`src/rtl/wb_port_arbiter_if.sv`:
```
// Bundles the writeback, MDU handshake, register-file and hazard-query signals
// of the writeback port arbiter into a single interface.
interface wb_port_arbiter_if #(
  parameter int XLEN = 32
);
  logic            RegWriteW;
  logic [4:0]      rdW;
  logic [XLEN-1:0] ResultW;
  logic            mdu_valid;
  logic            mdu_ready;
  logic [4:0]      mdu_rd;
  logic [XLEN-1:0] mdu_data;
  logic            rf_we;
  logic [4:0]      rf_rd;
  logic [XLEN-1:0] rf_wd;
  logic [4:0]      rs1_q;
  logic [4:0]      rs2_q;
  logic            rs1_pending;
  logic            rs2_pending;
  logic            stall_req;

  modport master (
    output RegWriteW, rdW, ResultW, mdu_valid, mdu_rd, mdu_data, rs1_q, rs2_q,
    input  mdu_ready, rf_we, rf_rd, rf_wd, rs1_pending, rs2_pending, stall_req
  );

  modport slave (
    input  RegWriteW, rdW, ResultW, mdu_valid, mdu_rd, mdu_data, rs1_q, rs2_q,
    output mdu_ready, rf_we, rf_rd, rf_wd, rs1_pending, rs2_pending, stall_req
  );
endinterface

```
`src/rtl/wb_port_arbiter.sv`:
```
// Shares the register-file write port between the pipeline writeback stage (absolute
// priority) and a small FIFO of MDU results that drain into otherwise idle slots.
module wb_port_arbiter #(
  parameter int XLEN         = 32,
  parameter int DEPTH        = 2,
  parameter int STARVE_LIMIT = 4
) (
  input logic               clk,
  input logic               reset,
  wb_port_arbiter_if.slave  bus
);
  localparam int PW = (DEPTH > 1) ? $clog2(DEPTH) : 1;
  localparam int CW = $clog2(DEPTH) + 1;
  localparam int WW = $clog2(STARVE_LIMIT + 1);

  typedef enum logic [1:0] {IDLE, WAIT, STALL} state_t;

  state_t          state, stateNext;
  logic [WW-1:0]   waitCnt, waitCntNext;
  logic [4:0]      rdMem   [DEPTH];
  logic [XLEN-1:0] dataMem [DEPTH];
  logic [DEPTH-1:0] validBits, occBits;
  logic [PW-1:0]   headPtr, tailPtr;
  logic [CW-1:0]   count, countNext;

  logic pipeWr, headOcc, headValid, pop, blocked, ready, accept, push;
  logic rs1Hit, rs2Hit;

  assign pipeWr    = bus.RegWriteW & (bus.rdW != 5'd0);
  assign headOcc   = (count != '0);
  assign headValid = headOcc & validBits[headPtr];
  // A squashed head leaves silently even while the pipeline owns the port.
  assign pop       = headOcc & (~validBits[headPtr] | ~pipeWr);
  assign blocked   = headValid & pipeWr;
  assign ready     = (count < CW'(DEPTH));
  assign accept    = bus.mdu_valid & ready;
  assign push      = accept & (bus.mdu_rd != 5'd0);

  assign bus.mdu_ready = ready;
  assign bus.stall_req = (state == STALL);

  always_comb begin
    bus.rf_we = 1'b0;
    bus.rf_rd = 5'd0;
    bus.rf_wd = '0;
    if (pipeWr) begin
      bus.rf_we = 1'b1;
      bus.rf_rd = bus.rdW;
      bus.rf_wd = bus.ResultW;
    end else if (headValid) begin
      bus.rf_we = 1'b1;
      bus.rf_rd = rdMem[headPtr];
      bus.rf_wd = dataMem[headPtr];
    end
  end

  always_comb begin
    rs1Hit = 1'b0;
    rs2Hit = 1'b0;
    for (int i = 0; i < DEPTH; i++) begin
      if (occBits[i] && validBits[i] && rdMem[i] == bus.rs1_q) rs1Hit = 1'b1;
      if (occBits[i] && validBits[i] && rdMem[i] == bus.rs2_q) rs2Hit = 1'b1;
    end
  end

  assign bus.rs1_pending = rs1Hit & (bus.rs1_q != 5'd0);
  assign bus.rs2_pending = rs2Hit & (bus.rs2_q != 5'd0);

  always_comb begin
    countNext = count;
    if (push && !pop)      countNext = count + CW'(1);
    else if (!push && pop) countNext = count - CW'(1);
  end

  // Payload storage needs no reset; occupancy and valid bits gate every use of it.
  always_ff @(posedge clk) begin
    if (push) begin
      rdMem[tailPtr]   <= bus.mdu_rd;
      dataMem[tailPtr] <= bus.mdu_data;
    end
  end

  // Queue bookkeeping; the tail slot is never occupied when pushed, so the squash
  // loop and the push never touch the same valid bit.
  always_ff @(posedge clk or posedge reset) begin
    if (reset) begin
      headPtr   <= '0;
      tailPtr   <= '0;
      count     <= '0;
      validBits <= '0;
      occBits   <= '0;
    end else begin
      for (int i = 0; i < DEPTH; i++) begin
        if (pipeWr && occBits[i] && rdMem[i] == bus.rdW) validBits[i] <= 1'b0;
      end
      if (pop) begin
        occBits[headPtr]   <= 1'b0;
        validBits[headPtr] <= 1'b0;
        headPtr            <= headPtr + PW'(1);
      end
      if (push) begin
        occBits[tailPtr]   <= 1'b1;
        validBits[tailPtr] <= 1'b1;
        tailPtr            <= tailPtr + PW'(1);
      end
      count <= countNext;
    end
  end

  // Starvation tracking state register.
  always_ff @(posedge clk or posedge reset) begin
    if (reset) begin
      state   <= IDLE;
      waitCnt <= '0;
    end else begin
      state   <= stateNext;
      waitCnt <= waitCntNext;
    end
  end

  always_comb begin
    stateNext   = state;
    waitCntNext = waitCnt;
    case (state)
      IDLE: begin
        waitCntNext = '0;
        if (push) stateNext = WAIT;
      end
      WAIT: begin
        if (pop) begin
          waitCntNext = '0;
          if (countNext == '0) stateNext = IDLE;
        end else if (blocked) begin
          waitCntNext = waitCnt + WW'(1);
          if (waitCnt + WW'(1) >= WW'(STARVE_LIMIT)) stateNext = STALL;
        end
      end
      STALL: begin
        if (pop) begin
          waitCntNext = '0;
          stateNext   = (countNext == '0) ? IDLE : WAIT;
        end
      end
      default: begin
        stateNext   = IDLE;
        waitCntNext = '0;
      end
    endcase
  end
endmodule
```
`src/flat_wrapper.sv`:
```
// flat-port wrapper written by rule: the top's interface ports become plain ports
module wb_port_arbiter_flat 
#(
  parameter int XLEN         = 32,
  parameter int DEPTH        = 2,
  parameter int STARVE_LIMIT = 4
)
  (clk, reset, bus_RegWriteW, bus_rdW, bus_ResultW, bus_mdu_valid, bus_mdu_rd, bus_mdu_data, bus_rs1_q, bus_rs2_q, bus_mdu_ready, bus_rf_we, bus_rf_rd, bus_rf_wd, bus_rs1_pending, bus_rs2_pending, bus_stall_req);
  wb_port_arbiter_if #(.XLEN(XLEN)) bus_i ();
  input logic clk;
  input logic reset;
  input wire logic [$bits(bus_i.RegWriteW)-1:0] bus_RegWriteW;
  input wire logic [$bits(bus_i.rdW)-1:0] bus_rdW;
  input wire logic [$bits(bus_i.ResultW)-1:0] bus_ResultW;
  input wire logic [$bits(bus_i.mdu_valid)-1:0] bus_mdu_valid;
  input wire logic [$bits(bus_i.mdu_rd)-1:0] bus_mdu_rd;
  input wire logic [$bits(bus_i.mdu_data)-1:0] bus_mdu_data;
  input wire logic [$bits(bus_i.rs1_q)-1:0] bus_rs1_q;
  input wire logic [$bits(bus_i.rs2_q)-1:0] bus_rs2_q;
  output wire logic [$bits(bus_i.mdu_ready)-1:0] bus_mdu_ready;
  output wire logic [$bits(bus_i.rf_we)-1:0] bus_rf_we;
  output wire logic [$bits(bus_i.rf_rd)-1:0] bus_rf_rd;
  output wire logic [$bits(bus_i.rf_wd)-1:0] bus_rf_wd;
  output wire logic [$bits(bus_i.rs1_pending)-1:0] bus_rs1_pending;
  output wire logic [$bits(bus_i.rs2_pending)-1:0] bus_rs2_pending;
  output wire logic [$bits(bus_i.stall_req)-1:0] bus_stall_req;
  assign bus_i.RegWriteW = bus_RegWriteW;
  assign bus_i.rdW = bus_rdW;
  assign bus_i.ResultW = bus_ResultW;
  assign bus_i.mdu_valid = bus_mdu_valid;
  assign bus_i.mdu_rd = bus_mdu_rd;
  assign bus_i.mdu_data = bus_mdu_data;
  assign bus_i.rs1_q = bus_rs1_q;
  assign bus_i.rs2_q = bus_rs2_q;
  assign bus_mdu_ready = bus_i.mdu_ready;
  assign bus_rf_we = bus_i.rf_we;
  assign bus_rf_rd = bus_i.rf_rd;
  assign bus_rf_wd = bus_i.rf_wd;
  assign bus_rs1_pending = bus_i.rs1_pending;
  assign bus_rs2_pending = bus_i.rs2_pending;
  assign bus_stall_req = bus_i.stall_req;
  wb_port_arbiter #(.XLEN(XLEN), .DEPTH(DEPTH), .STARVE_LIMIT(STARVE_LIMIT)) u_core (.clk(clk), .reset(reset), .bus(bus_i));
endmodule
```
`config.mk`:
```
export PLATFORM = sky130hd
export DESIGN_NAME = wb_port_arbiter_flat
export DESIGN_NICKNAME = d
export VERILOG_FILES = /design/src/rtl/wb_port_arbiter_if.sv /design/src/rtl/wb_port_arbiter.sv /design/src/flat_wrapper.sv
export SDC_FILE = /design/constraint.sdc
export NUM_CORES = 1
export LEC_CHECK = 0
export CORE_AREA = 10 10 105 107
export DETAILED_ROUTE_END_ITERATION = 8
export DIE_AREA = 0 0 115 117
export PLACE_DENSITY = 0.94
export SYNTH_ARGS = -nofsm -noshare
export SYNTH_HDL_FRONTEND = slang
export SYNTH_SLANG_ARGS = --single-unit
```
`constraint.sdc`:
```
create_clock -name clk -period 4.5 [get_ports clk]
set_input_delay 0.9 -clock clk [delete_from_list [all_inputs] [get_ports clk]]
set_output_delay 0.9 -clock clk [all_outputs]
set_load 0.03 [all_outputs]
```
==> PnR_summary.wiki <==
{| class="wikitable"
! Metric !! Value
|-
| Arrival time at the worst endpoint || 3.40 ns
|-
| Final setup violation count || 0
|-
| Via Count || 3154
|-
| Relative slew slack || 0.350
|-
| Share of total power in sequential cells || 0.383
|-
| Detail Placement HPWL || 8.63 mm
|-
| Max rail drop VDD || 0.240 mV
|-
| Cell count after synthesis || 329
|-
| Area of all placed cells without fillers || 0.00608 mm²
|-
| Sw frac || 0.372
|-
| Register clock-pin slew on the reported worst setup and hold paths || 0.08 ns
|-
| Number of buffers added on ports || 129
|-
| Die area || 0.0135 mm²
|-
| Number of enable-type register cells in the synthesized netlist || 74
|-
| Crit Path Category || input pin to output pin
|-
| Power density over the cells || 494 mW/mm²
|-
| Power share of the combinational group || 0.421
|-
| Slew at the pin closest to its max-slew limit || 0.975 ns
|-
| Synthesized area divided by synthesized cell count || 13.5 µm²
|-
| Number of endpoints with negative hold slack in the final report || 0
|-
| Clock tree root driver cell || sky130_fd_sc_hd__clkbuf_8
|-
| Layout cells sized above 1 || 0.164
|-
| Category of the worst setup path launch point || input pin
|-
| Run status || finished clean
|-
| GRT overflow || 0
|-
| Cell leakage power || 0.00224 µW
|-
| Top-area cell type share of the netlist area || 0.502
|-
| H-tree levels || 3
|-
| Maximum number of pins on one net before global-route repair || 45
|-
| Wire length of the first global-routing pass || 17.6 mm
|-
| Number of nets with antenna violations after detailed routing || 0
|-
| Worst reg-to-reg setup slack || 2.25 ns
|-
| Proportion of power drawn by the clock network || 0.196
|-
| Sink of the worst hold path || u_core.waitCnt[1]$_DFFE_PP0P_
|-
| Endpoint class of the critical path || output pin
|-
| Post-route DRC || 0
|-
| Number of buffers inserted during clock tree synthesis || 9
|-
| Die Span Y || 117 µm
|-
| Net switching power || 1120 µW
|-
| Critical hold path startpoint || u_core.waitCnt[1]$_DFFE_PP0P_
|-
| Worst reg2reg path depth || 3
|-
| Share of the clock period used by the worst path after layout || 0.955
|-
| Synth warnings || 0
|-
| Type of the tightest min-delay check || flop to flop
|-
| Max-cap violations || 0
|-
| Setup TNS || 0 ns
|-
| Unrepaired setup endpoints after global routing || no
|-
| Post-synth top area cell || sky130_fd_sc_hd__edfxtp_1
|-
| Die span in x || 115 µm
|-
| Count of nets after finishing || 548
|-
| CTS tree || done
|-
| Post-CTS Setup Bufs || 0
|-
| FMAX || 0.233 GHz
|-
| Mapped cell area || 0.00443 mm²
|-
| Critical path peak fanout || 44
|-
| Total number of clock tree sinks || 87
|-
| Time the final worst path needs with I/O delays and setup || 4.30 ns
|-
| Critical R2R Capture || u_core.dataMem[1][0]$_DFFE_PP_
|-
| Share of async-settable or async-resettable flops after synthesis || 0.149
|-
| Clock latency at the later pin of the worst-skew pair || 0.34 ns
|-
| Cell area after placement || 0.00586 mm²
|-
| Final slew viol count || 0
|-
| Starting DRT DRC Count || 174
|-
| Synthesized Nets || 419
|-
| Bufs on Longest Clock Path || 2
|-
| Global routing usage summed across all routing layers || 0.164
|-
| GPL Wtd Cong || 0.863
|-
| Synth-to-Final Area Change || 37.2%
|-
| Clock Skews || 0.0105 ns
|-
| Seq cells post-synth || 87
|-
| Utilization after layout || 0.674
|-
| Synth Flop Type || sky130_fd_sc_hd__edfxtp_1
|-
| Worst reg2reg startpoint || u_core.count[1]$_DFF_PP0_
|-
| Internal power || 1890 µW
|-
| Vias per cell || 5.49
|-
| Hold-fix buffers, CTS || 0
|-
| Initial antenna violation count || 0
|-
| First-pass DRT Iterations || 4
|-
| Total length of routed wires || 11.4 mm
|-
| Share of the yosys chip area belonging to registers || 0.575
|-
| Endpoint required time on the critical path || 3.60 ns
|-
| Hold path depth || 2
|-
| I/O pin count || 130
|-
| Biggest area contributors in the synthesized netlist || sky130_fd_sc_hd__edfxtp_1, sky130_fd_sc_hd__o31ai_2, sky130_fd_sc_hd__mux2i_1
|-
| Post-DR wirelength/cell || 19.9 µm
|-
| N_diodes || 0
|-
| Rows || 35
|-
| Number of different library cells in the post-synthesis netlist || 43
|-
| Starting density of the core || 0.491
|-
| Number of global-route vias before repair || 3423
|-
| Standard cell core area || 0.00902 mm²
|-
| Post-cts sizing count || 0
|-
| Total chip power || 3000 µW
|}
-- flip-flops by register name, indices dropped and copies added (netlist names) --
| name | flops |
|---|---|
| u_core.headPtr | 1 |
| u_core.rdMem | 10 |
| u_core.tailPtr | 1 |
| u_core.validBits | 2 |
| u_core.state | 2 |
| u_core.occBits | 2 |
| u_core.dataMem | 64 |
| u_core.waitCnt | 3 |
| u_core.count | 2 |
-- metrics by stage --
| step | std cells | worst slack (ns) | hold slack [ns] |
|---|---|---|---|
| after global routing | 574 | 0.111 | 0.591 |
| after CTS | 574 | 0.215 | 0.573 |
| after global placement | 558 | 0.268 | 0.534 |
| final | 574 | 0.201 | 0.583 |
| after floorplan | 329 | 1.14 | 0.493 |
| after detailed placement | 558 | 0.214 | 0.559 |
-- layout by cell type, fill, tap and decap left out, drive strengths merged, types with 3 or more instances in the layout --
cell type,n
a21oi,6
buf,12
clkbuf,9
clkdlybuf4s50,124
clkinv,3
dfrtp,13
edfxtp,74
inv,11
mux2i,37
nand2,43
nand4,6
nor2,8
nor4,5
o22ai,4
o31ai,37
or4,3
xnor2,11
xor2,25
-- power by group through the flow --
stage | logic [µW] | clock network [µW] | registers [µW]
floorplan | 867 | 0 | 1130
global placement | 1240 | 0 | 1150
detailed placement | 1280 | 0 | 1170
CTS | 1280 | 600 | 1150
global route | 1360 | 633 | 1160
finish | 1260 | 587 | 1150
-- worst max path at each step --
stage	from	endpoint	slack [ns]	cells past startpoint
2_1_floorplan	bus_rdW[1]	bus_rf_wd[10]	1.14	5
3_3_place_gp	bus_rdW[1]	bus_rf_wd[26]	0.27	6
3_5_place_dp	bus_rdW[1]	bus_rf_wd[14]	0.21	6
4_1_cts	bus_rdW[1]	bus_rf_wd[14]	0.22	6
5_1_grt	bus_rdW[3]	bus_rf_wd[14]	0.11	6
6_report	bus_rdW[1]	bus_rf_wd[14]	0.20	6
-- synthesized netlist by cell type (3+ instances only) --
cell type	instances
sky130_fd_sc_hd__a21oi_1	5
sky130_fd_sc_hd__clkbuf_1	6
sky130_fd_sc_hd__nand2_1	43
sky130_fd_sc_hd__o31ai_2	37
sky130_fd_sc_hd__nor4_1	5
sky130_fd_sc_hd__dfrtp_1	13
sky130_fd_sc_hd__xnor2_1	11
sky130_fd_sc_hd__inv_1	9
sky130_fd_sc_hd__nand4_1	6
sky130_fd_sc_hd__mux2i_1	37
sky130_fd_sc_hd__o22ai_1	4
sky130_fd_sc_hd__nor2_1	8
sky130_fd_sc_hd__buf_2	4
sky130_fd_sc_hd__buf_1	3
sky130_fd_sc_hd__edfxtp_1	74
sky130_fd_sc_hd__xor2_1	25
sky130_fd_sc_hd__buf_6	5
-- metal layers --
metal,vias to the layer above,share of wire,GRT usage
met1,1523,0.36,0.175
met2,117,0.55,0.304
met4,0,0.014,0.0627
met5,-,0,0
met3,10,0.073,0.0418
li1,1504,-,-
-- area by class of cell --
type                       count  area, µm²
inverter                       9       33.8
sequential                    87       2550
clock inverter                 7       95.1
fill                         671       2940
clock buffer                   9        124
multi-input combinational    215       1760
tap                          111        139
timing repair buffer         136       1380
-- worst max-delay path: stages --
cell	delay, ns
sky130_fd_sc_hd__clkdlybuf4s50_1	0.46
sky130_fd_sc_hd__or4_4	0.58
sky130_fd_sc_hd__o21a_4	0.23
sky130_fd_sc_hd__buf_12	0.18
sky130_fd_sc_hd__o31ai_2	0.30
sky130_fd_sc_hd__clkdlybuf4s50_1	0.72
-- cells by family (layout without fill, tap and decap cells) --
| family | after synthesis | in the layout | synth area share |
|---|---|---|---|
| mux | 38 | 38 | 0.0862 |
| compound gates | 63 | 63 | 0.149 |
| flops | 87 | 87 | 0.575 |
| simple gates | 76 | 76 | 0.0802 |
| xor+xnor | 36 | 36 | 0.0712 |
| fa+ha+maj | 2 | 2 | 0.00565 |
| buf+inv | 27 | 161 | 0.0325 |
(Power assumes the default switching activity.)
